===== config.mk =====
export PLATFORM = sky130hd
export DESIGN_NAME = mux_scan_sequencer_flat
export DESIGN_NICKNAME = d
export VERILOG_FILES = /design/src/rtl/mux_scan_sequencer_if.sv /design/src/rtl/mux_scan_sequencer.sv /design/src/flat_wrapper.sv
export SDC_FILE = /design/constraint.sdc
export NUM_CORES = 1
export LEC_CHECK = 0
export ABC_CLOCK_PERIOD_IN_PS = 2000
export CORE_UTILIZATION = 40
export DETAILED_ROUTE_END_ITERATION = 8
export PLACE_DENSITY_LB_ADDON = 0.12
export SETUP_SLACK_MARGIN = 0.15
export SYNTH_ARGS = -nofsm -noshare
export SYNTH_HDL_FRONTEND = slang
export SYNTH_SLANG_ARGS = --single-unit

===== constraint.sdc =====
create_clock -name clk -period 2 [get_ports clk]
set_input_delay 0.4 -clock clk [delete_from_list [all_inputs] [get_ports clk]]
set_output_delay 0.4 -clock clk [all_outputs]
set_load 0.02 [all_outputs]

===== src/rtl/mux_scan_sequencer_if.sv =====
// Bundle of the mux select/sample pair, the start request and the downstream valid/ready word port.
// The sequencer uses the master modport. The mux and the consumer sit on the slave side.
interface mux_scan_sequencer_if;
  logic       start;
  logic [3:0] s;
  logic       y;
  logic [7:0] word;
  logic       valid;
  logic       ready;
  logic       busy;

  modport master (
    input  start, y, ready,
    output s, word, valid, busy
  );

  modport slave (
    output start, y, ready,
    input  s, word, valid, busy
  );
endinterface


===== src/rtl/mux_scan_sequencer.sv =====
// Walks the 8:1 mux select through channels 0..7 and packs the sampled bits into one word.
// Optional macro MUX_SCAN_AUTO_RESTART_EN: after each handshake, start the next scan immediately.
module mux_scan_sequencer #(
  parameter int unsigned SETTLE = 1
) (
  input  logic                  clk,
  input  logic                  rst,
  mux_scan_sequencer_if.master  bus
);

  localparam int unsigned CH_W   = 3;
  localparam int unsigned CNT_W  = 4;
  localparam int unsigned WORD_W = 8;

  localparam logic [CH_W-1:0]  LAST_CH    = CH_W'(WORD_W - 1);
  localparam logic [CNT_W-1:0] CNT_RELOAD = (SETTLE > 0) ? CNT_W'(SETTLE - 1) : '0;
  localparam bit               HAS_SETTLE = (SETTLE > 0);

  typedef enum logic [1:0] {
    ST_IDLE,
    ST_SETTLE,
    ST_SAMPLE,
    ST_DONE
  } state_t;

  // State entered whenever a new channel is selected.
  localparam state_t CH_ENTRY = HAS_SETTLE ? ST_SETTLE : ST_SAMPLE;

  state_t              r_state;
  state_t              w_state_nxt;
  logic [CH_W-1:0]     r_ch;
  logic [CH_W-1:0]     w_ch_nxt;
  logic [CNT_W-1:0]    r_cnt;
  logic [CNT_W-1:0]    w_cnt_nxt;
  logic [WORD_W-1:0]   r_acc;
  logic [WORD_W-1:0]   w_acc_nxt;
  logic [WORD_W-1:0]   r_word;
  logic [WORD_W-1:0]   w_word_nxt;
  logic                r_valid;
  logic                w_valid_nxt;
  logic                r_busy;
  logic                w_busy_nxt;

  // State and datapath registers.
  always_ff @(posedge clk or posedge rst) begin
    if (rst) begin
      r_state <= ST_IDLE;
      r_ch    <= '0;
      r_cnt   <= '0;
      r_acc   <= '0;
      r_word  <= '0;
      r_valid <= 1'b0;
      r_busy  <= 1'b0;
    end else begin
      r_state <= w_state_nxt;
      r_ch    <= w_ch_nxt;
      r_cnt   <= w_cnt_nxt;
      r_acc   <= w_acc_nxt;
      r_word  <= w_word_nxt;
      r_valid <= w_valid_nxt;
      r_busy  <= w_busy_nxt;
    end
  end

  // Next-state and next-register values.
  always_comb begin
    w_state_nxt = r_state;
    w_ch_nxt    = r_ch;
    w_cnt_nxt   = r_cnt;
    w_acc_nxt   = r_acc;
    w_word_nxt  = r_word;
    w_valid_nxt = r_valid;
    w_busy_nxt  = r_busy;

    case (r_state)
      ST_IDLE: begin
        if (bus.start) begin
          w_ch_nxt    = '0;
          w_acc_nxt   = '0;
          w_cnt_nxt   = CNT_RELOAD;
          w_busy_nxt  = 1'b1;
          w_state_nxt = CH_ENTRY;
        end
      end

      ST_SETTLE: begin
        if (r_cnt == '0) begin
          w_state_nxt = ST_SAMPLE;
        end else begin
          w_cnt_nxt = r_cnt - CNT_W'(1);
        end
      end

      ST_SAMPLE: begin
        w_acc_nxt[r_ch] = bus.y;
        if (r_ch == LAST_CH) begin
          // Publish the word using the live sample for the top bit.
          w_word_nxt  = {bus.y, r_acc[WORD_W-2:0]};
          w_valid_nxt = 1'b1;
          w_busy_nxt  = 1'b0;
          w_state_nxt = ST_DONE;
        end else begin
          w_ch_nxt    = r_ch + CH_W'(1);
          w_cnt_nxt   = CNT_RELOAD;
          w_state_nxt = CH_ENTRY;
        end
      end

      ST_DONE: begin
        if (r_valid && bus.ready) begin
          w_valid_nxt = 1'b0;
          w_ch_nxt    = '0;
`ifdef MUX_SCAN_AUTO_RESTART_EN
          w_acc_nxt   = '0;
          w_cnt_nxt   = CNT_RELOAD;
          w_busy_nxt  = 1'b1;
          w_state_nxt = CH_ENTRY;
`else
          w_state_nxt = ST_IDLE;
`endif
        end
      end

      default: begin
        w_state_nxt = ST_IDLE;
      end
    endcase
  end

  assign bus.s     = {1'b0, r_ch};
  assign bus.word  = r_word;
  assign bus.valid = r_valid;
  assign bus.busy  = r_busy;

endmodule


===== src/flat_wrapper.sv =====
// flat-port wrapper written by rule: the top's interface ports become plain ports
module mux_scan_sequencer_flat 
#(
  parameter int unsigned SETTLE = 1
)
  (clk, rst, bus_start, bus_y, bus_ready, bus_s, bus_word, bus_valid, bus_busy);
  mux_scan_sequencer_if bus_i ();
  input  logic clk;
  input  logic rst;
  input wire logic [$bits(bus_i.start)-1:0] bus_start;
  input wire logic [$bits(bus_i.y)-1:0] bus_y;
  input wire logic [$bits(bus_i.ready)-1:0] bus_ready;
  output wire logic [$bits(bus_i.s)-1:0] bus_s;
  output wire logic [$bits(bus_i.word)-1:0] bus_word;
  output wire logic [$bits(bus_i.valid)-1:0] bus_valid;
  output wire logic [$bits(bus_i.busy)-1:0] bus_busy;
  assign bus_i.start = bus_start;
  assign bus_i.y = bus_y;
  assign bus_i.ready = bus_ready;
  assign bus_s = bus_i.s;
  assign bus_word = bus_i.word;
  assign bus_valid = bus_i.valid;
  assign bus_busy = bus_i.busy;
  mux_scan_sequencer #(.SETTLE(SETTLE)) u_core (.clk(clk), .rst(rst), .bus(bus_i));
endmodule

==> flow_summary.json <==
{
  "multi_input_area_um2": 574.3,
  "antenna_found_initial": 0,
  "die_w_um": 58.54,
  "critPathArrivalTime_ps": 1360,
  "port_buffers": 17,
  "min_period_ps": 1759,
  "drive_above_1_share": 0.1752,
  "cts.clk_slew.worst_paths_ps": 140,
  "slowest_stage": "clkdlybuf4s50_1",
  "drtIter0Drc": 69,
  "crit_path_max_fanout": 5,
  "cts_buffers": 3,
  "synth_area_leaders": "dfrtp_1 51%, mux2_2 7.0%, nand2_1 5.0%, ha_1 3.9%, o21ai_0 3.5%",
  "die-area_mm2": 0.003427,
  "path_buf_inv": 1,
  "clk_path_buf_depth": 2,
  "num-nets-final": 148,
  "stdcell_area_mm2": 0.001514,
  "grt_pass1_wl_um": 3912,
  "max_freq_mhz": 568.6,
  "grt_usage": 0.1549,
  "routabilityCongestion": 0.7782,
  "wirelength_um": 2285,
  "grt_max_degree": 27,
  "status": "finished with violations",
  "synth_warnings": 0,
  "min_period_over_period": 0.8793,
  "r2r_cells": 6,
  "synth_area_per_cell_um2": 10.66,
  "path_depth": 1,
  "seq_area_um2": 653.1,
  "areaGrowthSynthToFinish_pct": 18.40,
  "dpl_cell_area_mm2": 0.001478,
  "dr.pass1.iters": 6,
  "holdWs_ps": 409.2,
  "p_comb_frac": 0.384,
  "rows": 20,
  "critPathTopFamily": "buffers and inverters",
  "io_pins": 19,
  "syn_nets": 129,
  "netlist_instances": 120,
  "grt-ovfl-total": 0,
  "num_vias": 894,
  "initial_core_util": 0.4189,
  "hold_class": "in -> async",
  "switching_share": 0.3825,
  "setup_viol": 0,
  "preCtsSetupSlack_ps": 186.2,
  "core_mm2": 0.003053,
  "post-route-util": 0.4959,
  "viasPerCell": 4.939,
  "rsz0062_at_grt": "false",
  "drv_slew": 0,
  "fin_cells": 181,
  "clock_sinks": 26,
  "ir_worst_vdd_mv": 0.4767,
  "cts_root_buf": "clkbuf_4",
  "end_kind": "output port",
  "grt_pass1_vias": 840,
  "num_antenna_cells": 0,
  "synthDistinctLibCells": 29,
  "clk_latency_ps": 320,
  "yosys_register_bits": 26,
  "failed_checks": "DRC",
  "finalSetupTns_ps": 0,
  "yosysTopAreaCell": "dfrtp_1",
  "ant_nets": 0,
  "wl_per_cell_um": 12.62,
  "cp.required_ps": 1600,
  "drc": 1,
  "final.fill_count": 300,
  "die_y_um": 58.54,
  "power_mw": 1.587,
  "dp_cells": 177,
  "fin_skew_ps": 8.040,
  "hold_viol_final": 0,
  "intPower_mw": 0.9799,
  "hpwl_um": 1600,
  "syn_area_mm2": 0.001279,
  "switchingPower_mw": 0.6069,
  "htreeDepth": 1,
  "max_stage_delay_ps": 620,
  "drv_cap": 0,
  "synth_top_area_share": 0.5088,
  "startpoint_type": "register",
  "clkPwrFrac": 0.140,
  "ys_seq_area_frac": 0.5088,
  "p_per_area_mw_per_mm2": 1048,
  "path_cells": "clkdlybuf4s50_1",
  "worst-setup-path-type": "reg -> out",
  "layout_setup_ws_ps": 241.4,
  "power_leakage_nw": 0.7211,
  "cts_tree": "built",
  "power_frac_seq": 0.477
}
[sequential cells by signal (all words and copies together) (netlist names)]
register and flops:
u_core.bus.valid 1, u_core.bus.word 8, u_core.r_state 2, u_core.r_ch 3, u_core.r_cnt 4, u_core.bus.busy 1, u_core.r_acc 7
[path summary, 6_finish.rpt]
check	from	to	slack (ps)
setup / recovery	u_core.r_ch[0]$_DFFE_PP0P_	bus_s[0]	240
max in group asynchronous	rst	u_core.r_ch[0]$_DFFE_PP0P_	1310
hold reg to reg	u_core.bus.word[7]$_DFFE_PP0P_	u_core.bus.word[7]$_DFFE_PP0P_	500
hold / removal	rst	u_core.r_cnt[3]$_DFFE_PP0P_	410
min in group clk	u_core.bus.word[7]$_DFFE_PP0P_	u_core.bus.word[7]$_DFFE_PP0P_	500
setup reg to reg	u_core.r_ch[0]$_DFFE_PP0P_	u_core.r_cnt[1]$_DFFE_PP0P_	280
[per-layer routing]
layer  vias to the layer above  GRT usage  share of wire
met4                         0    0.05102          0.014
met1                       429     0.2048           0.47
li1                        445          -              -
met5                         -          0              0
met3                         4    0.04615          0.032
met2                        16     0.2447           0.48
[repair_timing]
| action | 4_1_cts | 5_1_grt |
|---|---|---|
| gates resized for setup | 2 | 3 |
| gates cloned | 0 | 0 |
| hold buffers | 0 | 0 |
| endpoints found under the setup margin | 2 | 3 |
| endpoints found under the hold margin | 0 | 0 |
| setup buffers | 0 | 1 |
[kinds of logic (layout without fill, tap and decap cells)]
logic type      Yosys count  after routing  share of synthesized area
compound gates           21             21                     0.1037
fa+ha+maj                 4              4                    0.03914
buf+inv                  10             27                    0.04403
flops                    26             26                     0.5088
mux                      13             13                     0.1106
other cells               1              1                   0.002933
simple gates             45             45                     0.1908
[cell usage after synthesis (all sizes together)]
library cell and instances:
nor2b 2, nor3b 3, nor3 2, a21o 2
nand2 19, o311ai 1, ha 4, nor2 6
buf 4, nand3 5, nand3b 2, conb 1
mux2 9, clkbuf 2, nand2b 4, o41ai 1
inv 4, a21oi 4, and3 1, mux2i 4
and2b 1, o21a 3, dfrtp 26, o22ai 1
o21ai 9
[power groups by stage]
stage | combinational [mW] | sequential (mW) | clock (mW)
finish | 0.609 | 0.756 | 0.222
global route | 0.689 | 0.777 | 0.255
CTS | 0.610 | 0.754 | 0.228
detailed placement | 0.612 | 0.765 | 0
global placement | 0.591 | 0.760 | 0
floorplan | 0.518 | 0.726 | 0
[placed cells by master (no fill, tap or decap), types with 4 or more instances in the layout]
master / instances
o21ai_0: 9
nand3_1: 5
mux2_2: 8
mux2i_1: 4
nor2_1: 6
nand2_1: 17
inv_1: 4
nand2b_1: 4
a21oi_1: 4
dfrtp_1: 24
clkdlybuf4s50_1: 15
[final cells by class]
class | count | share of cell area
sequential | 26 | 0.4314
multi-input combinational | 84 | 0.3793
timing repair buffer | 20 | 0.1281
tap | 44 | 0.03636
clock buffer | 3 | 0.01488
inverter | 4 | 0.009917
Note: power is estimated with default switching activity, not from simulation.
